**src/rtl/rob_module_pkg.sv**
```systemverilog
// rtl/rob_module_pkg.sv - shared data structures for the reorder buffer
//
// Purpose: global GPR / ROB size defines and the reorder-buffer entry type
// shared by the ROB top, its pointer sub-module and the bus interface.
// Ports: none (package).

`ifndef GPR_IDX_W
`define GPR_IDX_W 5
`endif
`ifndef GPR_W
`define GPR_W 64
`endif
`ifndef ROB_DEPTH
`define ROB_DEPTH 8
`endif
`ifndef ROB_TAG_SIZE
`define ROB_TAG_SIZE 3
`endif

package rob_module_pkg;

  localparam int ROB_DEPTH_DEF = `ROB_DEPTH;
  localparam int REG_IDX_W_DEF = `GPR_IDX_W;
  localparam int VALUE_W_DEF   = `GPR_W;

  // One reorder-buffer slot. value is only meaningful once done is set.
  typedef struct packed {
    logic                     valid;
    logic                     done;
    logic                     writes_reg;
    logic [REG_IDX_W_DEF-1:0] dst_reg;
    logic [VALUE_W_DEF-1:0]   value;
  } rob_entry_t;

endpackage

```
**src/rtl/rob_module_if.sv**
```systemverilog
// rtl/rob_module_if.sv - dispatch / completion / commit bus of the reorder buffer
//
// Purpose: bundles every ROB-facing signal except clock and reset.
// Modports:
//   slave  - the reorder buffer (receives dispatch, lookups, completions, flush)
//   master - the pipeline driving it (dispatch, FUs, flush; consumes commits)

interface rob_module_if
  import rob_module_pkg::*;
#(
  parameter int ROB_DEPTH = ROB_DEPTH_DEF,
  parameter int TAG_W     = $clog2(ROB_DEPTH),
  parameter int REG_IDX_W = REG_IDX_W_DEF,
  parameter int VALUE_W   = VALUE_W_DEF
) ();

  logic                 in_flush;
  // dispatch allocation
  logic                 in_d_alloc_valid;
  logic                 in_d_writes_reg;
  logic [REG_IDX_W-1:0] in_d_dst_reg;
  logic                 out_d_alloc_ready;
  logic [TAG_W-1:0]     out_d_alloc_tag;
  // dispatch operand lookup
  logic [TAG_W-1:0]     in_d_src1_tag;
  logic [TAG_W-1:0]     in_d_src2_tag;
  logic                 out_d_src1_ready;
  logic [VALUE_W-1:0]   out_d_src1_value;
  logic                 out_d_src2_ready;
  logic [VALUE_W-1:0]   out_d_src2_value;
  // functional-unit completion
  logic                 in_fu_done_valid;
  logic [TAG_W-1:0]     in_fu_done_tag;
  logic [VALUE_W-1:0]   in_fu_done_value;
  // register-file commit and status
  logic                 out_rob_should_commit;
  logic [VALUE_W-1:0]   out_rob_commit_value;
  logic [REG_IDX_W-1:0] out_rob_regfile_index;
  logic                 out_retire_valid;
  logic [TAG_W:0]       out_count;
  logic                 out_empty;

  modport slave (
    input  in_flush,
    input  in_d_alloc_valid, in_d_writes_reg, in_d_dst_reg,
    output out_d_alloc_ready, out_d_alloc_tag,
    input  in_d_src1_tag, in_d_src2_tag,
    output out_d_src1_ready, out_d_src1_value, out_d_src2_ready, out_d_src2_value,
    input  in_fu_done_valid, in_fu_done_tag, in_fu_done_value,
    output out_rob_should_commit, out_rob_commit_value, out_rob_regfile_index,
    output out_retire_valid, out_count, out_empty
  );

  modport master (
    output in_flush,
    output in_d_alloc_valid, in_d_writes_reg, in_d_dst_reg,
    input  out_d_alloc_ready, out_d_alloc_tag,
    output in_d_src1_tag, in_d_src2_tag,
    input  out_d_src1_ready, out_d_src1_value, out_d_src2_ready, out_d_src2_value,
    output in_fu_done_valid, in_fu_done_tag, in_fu_done_value,
    input  out_rob_should_commit, out_rob_commit_value, out_rob_regfile_index,
    input  out_retire_valid, out_count, out_empty
  );

endinterface

```
**src/rtl/rob_ptr.sv**
```systemverilog
// rtl/rob_ptr.sv - wrap-bit circular-buffer pointer with increment and clear
//
// Purpose: W-bit pointer whose MSB is the wrap bit; counts modulo 2**W.
// Ports:
//   clk  - clock
//   clr  - synchronous clear to 0, wins over inc
//   inc  - advance by one
//   ptr  - current pointer value (index bits plus wrap bit)

module rob_ptr #(
  parameter int W = 4
) (
  input  logic         clk,
  input  logic         clr,
  input  logic         inc,
  output logic [W-1:0] ptr
);

  always_ff @(posedge clk) begin
    if (clr) begin
      ptr <= '0;
    end else if (inc) begin
      ptr <= ptr + 1'b1;
    end
  end

endmodule

```
**src/rtl/rob_module.sv**
```systemverilog
// rtl/rob_module.sv - reorder buffer feeding the register-file commit port
//
// Purpose: allocates entries in program order, accepts out-of-order FU
// completions by tag, retires at most the oldest completed entry per cycle
// and drives the registered GPR commit outputs. Also answers two operand
// lookups per cycle with same-cycle completion bypass.
// Ports:
//   in_clk - clock
//   in_rst - synchronous active-high reset
//   bus    - rob_module_if.slave: flush, dispatch alloc/lookup, FU completion,
//            commit outputs, occupancy status

module rob_module
  import rob_module_pkg::*;
#(
  parameter int ROB_DEPTH = ROB_DEPTH_DEF,
  parameter int TAG_W     = $clog2(ROB_DEPTH),
  parameter int REG_IDX_W = REG_IDX_W_DEF,
  parameter int VALUE_W   = VALUE_W_DEF
) (
  input  logic          in_clk,
  input  logic          in_rst,
  rob_module_if.slave   bus
);

  rob_entry_t entries [ROB_DEPTH];

  logic [TAG_W:0]   head_ptr;
  logic [TAG_W:0]   tail_ptr;
  logic [TAG_W-1:0] head_idx;
  logic [TAG_W-1:0] tail_idx;
  logic             clr;
  logic             full;
  logic             alloc;
  logic             retire;
  logic             complete;
  rob_entry_t       head_entry;

  logic                 retire_valid_q;
  logic                 should_commit_q;
  logic [VALUE_W-1:0]   commit_value_q;
  logic [REG_IDX_W-1:0] commit_index_q;

  assign clr      = in_rst || bus.in_flush;
  assign head_idx = head_ptr[TAG_W-1:0];
  assign tail_idx = tail_ptr[TAG_W-1:0];

  // Same slot index but opposite wrap bits means the tail has lapped the head.
  assign full = (head_idx == tail_idx) && (head_ptr[TAG_W] != tail_ptr[TAG_W]);

  // Allocation looks only at this cycle's occupancy, so a full buffer refuses
  // even when the head is retiring on the same edge.
  assign alloc = bus.in_d_alloc_valid && !full;

  // Retirement uses registered done state only: an entry completed on edge N
  // becomes retirable on edge N+1.
  assign head_entry = entries[head_idx];
  assign retire     = head_entry.valid && head_entry.done;

  assign complete = bus.in_fu_done_valid && entries[bus.in_fu_done_tag].valid;

  rob_ptr #(.W(TAG_W + 1)) u_head_ptr (
    .clk (in_clk),
    .clr (clr),
    .inc (retire),
    .ptr (head_ptr)
  );

  rob_ptr #(.W(TAG_W + 1)) u_tail_ptr (
    .clk (in_clk),
    .clr (clr),
    .inc (alloc),
    .ptr (tail_ptr)
  );

  always_ff @(posedge in_clk) begin
    if (clr) begin
      for (int i = 0; i < ROB_DEPTH; i++) begin
        entries[i] <= '0;
      end
      retire_valid_q  <= 1'b0;
      should_commit_q <= 1'b0;
      commit_value_q  <= '0;
      commit_index_q  <= '0;
    end else begin
      retire_valid_q  <= retire;
      should_commit_q <= retire && head_entry.writes_reg;
      if (retire) begin
        commit_value_q <= head_entry.value;
        commit_index_q <= head_entry.dst_reg;
      end

      // A repeat completion to a done entry simply overwrites the value.
      if (complete) begin
        entries[bus.in_fu_done_tag].done  <= 1'b1;
        entries[bus.in_fu_done_tag].value <= bus.in_fu_done_value;
      end

      // Placed after the completion so a late completion to the retiring
      // head cannot leave a stale done bit behind.
      if (retire) begin
        entries[head_idx].valid <= 1'b0;
        entries[head_idx].done  <= 1'b0;
      end

      // The tail slot is never valid when alloc fires, so this cannot
      // collide with a completion or the retirement above.
      if (alloc) begin
        entries[tail_idx].valid      <= 1'b1;
        entries[tail_idx].done       <= 1'b0;
        entries[tail_idx].writes_reg <= bus.in_d_writes_reg;
        entries[tail_idx].dst_reg    <= bus.in_d_dst_reg;
        entries[tail_idx].value      <= '0;
      end
    end
  end

  // Operand lookup: a completion arriving this cycle is forwarded directly.
  rob_entry_t src1_entry;
  rob_entry_t src2_entry;
  logic       src1_bypass;
  logic       src2_bypass;

  assign src1_entry  = entries[bus.in_d_src1_tag];
  assign src2_entry  = entries[bus.in_d_src2_tag];
  assign src1_bypass = bus.in_fu_done_valid && (bus.in_fu_done_tag == bus.in_d_src1_tag);
  assign src2_bypass = bus.in_fu_done_valid && (bus.in_fu_done_tag == bus.in_d_src2_tag);

  assign bus.out_d_src1_ready = src1_entry.valid && (src1_entry.done || src1_bypass);
  assign bus.out_d_src2_ready = src2_entry.valid && (src2_entry.done || src2_bypass);
  assign bus.out_d_src1_value = !src1_entry.valid ? '0 :
                                src1_bypass       ? bus.in_fu_done_value : src1_entry.value;
  assign bus.out_d_src2_value = !src2_entry.valid ? '0 :
                                src2_bypass       ? bus.in_fu_done_value : src2_entry.value;

  assign bus.out_d_alloc_ready     = !full;
  assign bus.out_d_alloc_tag       = tail_idx;
  assign bus.out_rob_should_commit = should_commit_q;
  assign bus.out_rob_commit_value  = commit_value_q;
  assign bus.out_rob_regfile_index = commit_index_q;
  assign bus.out_retire_valid      = retire_valid_q;
  // Modular difference of wrap-bit pointers is exactly the occupancy.
  assign bus.out_count             = tail_ptr - head_ptr;
  assign bus.out_empty             = (head_ptr == tail_ptr);

endmodule

```
**src/flat_wrapper.sv**
```systemverilog
// flat-port wrapper written by rule: the top's interface ports become plain ports
module rob_module_flat import rob_module_pkg::*;
#(
  parameter int ROB_DEPTH = ROB_DEPTH_DEF,
  parameter int TAG_W     = $clog2(ROB_DEPTH),
  parameter int REG_IDX_W = REG_IDX_W_DEF,
  parameter int VALUE_W   = VALUE_W_DEF
)
  (in_clk, in_rst, bus_in_flush, bus_in_d_alloc_valid, bus_in_d_writes_reg, bus_in_d_dst_reg, bus_out_d_alloc_ready, bus_out_d_alloc_tag, bus_in_d_src1_tag, bus_in_d_src2_tag, bus_out_d_src1_ready, bus_out_d_src1_value, bus_out_d_src2_ready, bus_out_d_src2_value, bus_in_fu_done_valid, bus_in_fu_done_tag, bus_in_fu_done_value, bus_out_rob_should_commit, bus_out_rob_commit_value, bus_out_rob_regfile_index, bus_out_retire_valid, bus_out_count, bus_out_empty);
  rob_module_if #(.ROB_DEPTH(ROB_DEPTH), .TAG_W(TAG_W), .REG_IDX_W(REG_IDX_W), .VALUE_W(VALUE_W)) bus_i ();
  input  logic in_clk;
  input  logic in_rst;
  input wire logic [$bits(bus_i.in_flush)-1:0] bus_in_flush;
  input wire logic [$bits(bus_i.in_d_alloc_valid)-1:0] bus_in_d_alloc_valid;
  input wire logic [$bits(bus_i.in_d_writes_reg)-1:0] bus_in_d_writes_reg;
  input wire logic [$bits(bus_i.in_d_dst_reg)-1:0] bus_in_d_dst_reg;
  output wire logic [$bits(bus_i.out_d_alloc_ready)-1:0] bus_out_d_alloc_ready;
  output wire logic [$bits(bus_i.out_d_alloc_tag)-1:0] bus_out_d_alloc_tag;
  input wire logic [$bits(bus_i.in_d_src1_tag)-1:0] bus_in_d_src1_tag;
  input wire logic [$bits(bus_i.in_d_src2_tag)-1:0] bus_in_d_src2_tag;
  output wire logic [$bits(bus_i.out_d_src1_ready)-1:0] bus_out_d_src1_ready;
  output wire logic [$bits(bus_i.out_d_src1_value)-1:0] bus_out_d_src1_value;
  output wire logic [$bits(bus_i.out_d_src2_ready)-1:0] bus_out_d_src2_ready;
  output wire logic [$bits(bus_i.out_d_src2_value)-1:0] bus_out_d_src2_value;
  input wire logic [$bits(bus_i.in_fu_done_valid)-1:0] bus_in_fu_done_valid;
  input wire logic [$bits(bus_i.in_fu_done_tag)-1:0] bus_in_fu_done_tag;
  input wire logic [$bits(bus_i.in_fu_done_value)-1:0] bus_in_fu_done_value;
  output wire logic [$bits(bus_i.out_rob_should_commit)-1:0] bus_out_rob_should_commit;
  output wire logic [$bits(bus_i.out_rob_commit_value)-1:0] bus_out_rob_commit_value;
  output wire logic [$bits(bus_i.out_rob_regfile_index)-1:0] bus_out_rob_regfile_index;
  output wire logic [$bits(bus_i.out_retire_valid)-1:0] bus_out_retire_valid;
  output wire logic [$bits(bus_i.out_count)-1:0] bus_out_count;
  output wire logic [$bits(bus_i.out_empty)-1:0] bus_out_empty;
  assign bus_i.in_flush = bus_in_flush;
  assign bus_i.in_d_alloc_valid = bus_in_d_alloc_valid;
  assign bus_i.in_d_writes_reg = bus_in_d_writes_reg;
  assign bus_i.in_d_dst_reg = bus_in_d_dst_reg;
  assign bus_out_d_alloc_ready = bus_i.out_d_alloc_ready;
  assign bus_out_d_alloc_tag = bus_i.out_d_alloc_tag;
  assign bus_i.in_d_src1_tag = bus_in_d_src1_tag;
  assign bus_i.in_d_src2_tag = bus_in_d_src2_tag;
  assign bus_out_d_src1_ready = bus_i.out_d_src1_ready;
  assign bus_out_d_src1_value = bus_i.out_d_src1_value;
  assign bus_out_d_src2_ready = bus_i.out_d_src2_ready;
  assign bus_out_d_src2_value = bus_i.out_d_src2_value;
  assign bus_i.in_fu_done_valid = bus_in_fu_done_valid;
  assign bus_i.in_fu_done_tag = bus_in_fu_done_tag;
  assign bus_i.in_fu_done_value = bus_in_fu_done_value;
  assign bus_out_rob_should_commit = bus_i.out_rob_should_commit;
  assign bus_out_rob_commit_value = bus_i.out_rob_commit_value;
  assign bus_out_rob_regfile_index = bus_i.out_rob_regfile_index;
  assign bus_out_retire_valid = bus_i.out_retire_valid;
  assign bus_out_count = bus_i.out_count;
  assign bus_out_empty = bus_i.out_empty;
  rob_module #(.ROB_DEPTH(ROB_DEPTH), .TAG_W(TAG_W), .REG_IDX_W(REG_IDX_W), .VALUE_W(VALUE_W)) u_core (.in_clk(in_clk), .in_rst(in_rst), .bus(bus_i));
endmodule
```
**config.mk**
```make
export PLATFORM = sky130hd
export DESIGN_NAME = rob_module_flat
export DESIGN_NICKNAME = d
export VERILOG_FILES = /design/src/rtl/rob_module_pkg.sv /design/src/rtl/rob_module_if.sv /design/src/rtl/rob_ptr.sv /design/src/rtl/rob_module.sv /design/src/flat_wrapper.sv
export SDC_FILE = /design/constraint.sdc
export NUM_CORES = 1
export LEC_CHECK = 0
export CORE_UTILIZATION = 25
export DETAILED_ROUTE_END_ITERATION = 10
export PLACE_DENSITY = 0.45
export SLEW_MARGIN = 20
export SYNTH_ARGS = -nofsm -noshare
export SYNTH_HDL_FRONTEND = slang
export SYNTH_SLANG_ARGS = --single-unit
```
**constraint.sdc**
```tcl
create_clock -name in_clk -period 2.8 [get_ports in_clk]
set_input_delay 0.7 -clock in_clk [delete_from_list [all_inputs] [get_ports in_clk]]
set_output_delay 0.7 -clock in_clk [all_outputs]
set_load 0.02 [all_outputs]
```
==> results by group <==
Power and ir drop
  – Worst VDD drop: 0.000393 V
  – Pwr/cell area: 446 mW/mm^2
  – Leak Pwr: 18.7 nW

Yosys
  – Ys async rst share: 0%
  – Post-Syn Area: 0.0359 mm^2
  – Sequential area share after synthesis: 38.0%
  – Mux cell area share after synthesis: 29.4%
  – EDFF count, synth: 48
  – Syn avg cell area: 10.7 um^2
  – Post-synth top area cell: dfxtp_1
  – Synth Area in XOR/XNOR: 0.338%
  – Yosys cell types: 55
  – Mapped Nets: 3,437
  – Largest cells by area after synthesis: dfxtp_1, mux4_2, a22o_1, mux2_2, edfxtp_1
  – Ys flop type: dfxtp_1
  – Post-synthesis adder-cell area fraction: 0.230%
  – Top cell type's share of synthesized area: 34.0%
  – FF+latch count, synth: 658
  – Compound-gate portion of the synthesized area: 18.6%
  – Cells after Synth: 3,347
  – Yosys warns: 0
  – Post-Synth Simple-Gate Area: 8.41%
  – Main combinational cell family by area after synthesis: multiplexers

Drt
  – Routed vias/inst: 5.57
  – Via count of the routed design: 32,500
  – Initial DRC count: 3,517
  – Final ANT Viol Nets: 0
  – WL per Instance: 29.1 um
  – Total Wirelength: 170,000 um
  – Pre-Repair DR Iteration Count: 5
  – DRC violations left: 0

STA
  – Setup violators final: 130
  – Fin crit period: 3.18 ns
  – Final Hold Fails: 0
  – Worst setup margin: -0.380 ns
  – Tcrit/Tclk final: 114%
  – Max Slew Vio Count: 0
  – Actual slew at the worst max-slew pin: 0.870 ns
  – Clock Skew: 0.0373 ns
  – Max Clock Freq: 315 MHz
  – Slew margin rel.: 42.0%
  – Unrepaired setup endpoints after global routing: true
  – Worst hold slack: 0.473 ns

Floorplan
  – Die width: 381 um
  – Starting Density: 25.3%
  – Core area: 0.142 mm^2
  – Die Y: 381 um
  – Cell Rows: 138
  – Num ports: 294
  – Die area: 0.145 mm^2

Global routing
  – Largest net degree at the start of global routing: 109
  – Gr usage total: 22.6%
  – Initial antenna violation count: 1
  – Global-route wire length before repair: 241,000 um
  – Grt total ovfl: 0
  – Vias in the first global route: 32,000

Worst hold path
  – Hold Path End: u_core.bus.out_rob_regfile_index[4]
  – Worst Hold Path Cells: 2
  – Hold Startpoint: u_core.bus.out_rob_regfile_index[4]
  – Hold Crit Class: reg -> reg

Setup path
  – R2R Path End: u_core.entries[2][25]
  – Reg-to-Reg Start: u_core.u_head_ptr.ptr[1]
  – Reg2Reg Depth: 10
  – CP bufs+invs: 5
  – Slowest cell delay on critical path: 0.50 ns
  – Startpoint types: flop
  – Worst-path maximum fanout: 8
  – Critical-path cell list: mux4_2 -> mux2i_4 -> buf_6 -> buf_12 -> buf_12 -> buf_16 -> a211oi_4 -> buf_6
  – Crit path arrival time: 2.48 ns
  – R2R setup slack: 0.29 ns
  – Crit path required time: 2.10 ns
  – Critical path class: reg -> out
  – Setup crit end kind: primary output
  – CP delay by family, top: buffers and inverters
  – Critical path's slowest cell: mux4_2

Clock network
  – Reg clk slew, reported paths: 0.06 ns
  – Hold-fix buffers, CTS: 0
  – Clk_lat worst skew: 0.67 ns
  – Root buf cell: clkbuf_16
  – CTS tree: done
  – TritonCTS Buffers: 82
  – Clk buf depth: 3
  – Clk sinks: 658
  – CTS H-tree lvls: 3

Final layout
  – Cell area after layout: 0.0515 mm^2
  – Most frequent cells in the layout: dfxtp_1, buf_4, a22o_1
  – Layout Utilization: 36.2%
  – Diodes inserted: 0
  – Area growth syn-to-layout: 43.3%
  – Finished Layout Cells: 5,838
  – Area occupied by multi-input gates: 0.0225 mm^2
  – Most common cell after layout, fill and taps aside: dfxtp_1
  – # fillers: 13,800
  – Share of cells above drive strength 1: 41.8%
  – # nets final: 3,978
  – Register area: 0.0137 mm^2

Run status
  – Failing checks: setup timing
  – Status: complete, but fails checks

Placed design
  – RD Place Congestion: 0.813
  – Cells after DPL: 5,620
  – Number of port buffers: 293
  – Dpl hpwl: 106,000 um
  – Post-DP Area: 0.0470 mm^2
  – Pre-CTS WS: -1.04 ns

Flow run
  – MaxCap Viol Count: 0
[worst register-to-register path, cell delays in order (launching register included)]
cell and delay, ns:
dfxtp_1 0.36, inv_2 0.09, ha_4 0.23, and3_1 0.18
buf_4 0.17, a21oi_1 0.14, buf_4 0.23, nand3_1 0.26
and3_4 0.33, buf_12 0.20, a22o_1 0.20
[cell families (layout without fill, tap and decap cells)]
| group | Yosys count | after routing |
|---|---|---|
| buffers and inverters | 443 | 1044 |
| adders and majority gates | 6 | 6 |
| DFF | 658 | 658 |
| AOI/OAI and AO/OA | 889 | 889 |
| muxes | 683 | 683 |
| xor gates and xnor gates | 13 | 13 |
| and+or+nand+nor | 655 | 655 |
[synthesized netlist by cell type, types with 9 or more instances]
library cell and instances:
a211oi_1 129, a21oi_1 162, a22o_1 364, and2_1 37
and3_1 19, buf_1 50, buf_2 72, clkbuf_1 301
dfxtp_1 610, edfxtp_1 48, inv_1 9, mux2_2 278
mux2i_1 137, mux4_2 268, nand2_1 186, nand3_1 222
nor2_1 148, o22ai_1 142, o41ai_1 69, xnor2_1 12
[worst max path at each step]
| stage | to | start | cells past startpoint |
|---|---|---|---|
| 2_1_floorplan | bus_out_d_src2_value[17] | bus_in_d_src2_tag[2] | 6 |
| 3_3_place_gp | bus_out_d_src2_value[14] | bus_in_fu_done_tag[1] | 9 |
| 3_5_place_dp | bus_out_d_src2_value[14] | bus_in_fu_done_tag[0] | 9 |
| 4_1_cts | bus_out_d_src2_value[41] | u_core.entries[7][71] | 8 |
| 5_1_grt | bus_out_d_src2_value[42] | u_core.entries[7][71] | 8 |
| 6_report | bus_out_d_src2_value[42] | u_core.entries[7][71] | 8 |
[layout make-up]
class | count | share of cell area, %
multi-input combinational | 2246 | 43.6
sequential | 658 | 26.6
timing repair buffer | 890 | 19.7
clock buffer | 118 | 4.62
tap | 1890 | 4.60
clock inverter | 26 | 0.785
inverter | 10 | 0.0729
[repair_timing]
action                     in CTS  in global routing
resized for setup             793                 41
buffers inserted               39                 26
gates cloned                   13                  5
setup endpoints to repair     136                133
pin swaps                      27                  9
[metrics by stage]
stage / total power, W / TNS (ns)
after floorplan: 0.0107 / -1.33
after global placement: 0.0117 / -241.40
after detailed placement: 0.0117 / -241.90
after CTS: 0.0230 / -41.16
after global routing: 0.0236 / -46.14
final: 0.0229 / -36.79
[power by group]
part	total, W	switching, W	internal (W)
registers	0.00951	0.0000115	0.00950
logic	0.00217	0.00127	0.000899
clock network	0.0113	0.00452	0.00673
total	0.0229	0.00581	0.0171
[layer usage]
metal  routed length [um]  global-route usage, %
met1                74300                   31.1
met2                78700                   36.1
met3                12800                   3.98
met4                 4360                   6.34
met5                    0                      0
[registers in the layout, summed over array words and instances, names as in the netlist, named ones only]
signal                            count
u_core.bus.out_rob_regfile_index      5
u_core.bus.out_retire_valid           1
u_core.u_tail_ptr.ptr                 4
u_core.bus.out_rob_commit_value      64
u_core.bus.out_rob_should_commit      1
u_core.entries                      576
u_core.u_head_ptr.ptr                 4
(Power assumes the default switching activity.)
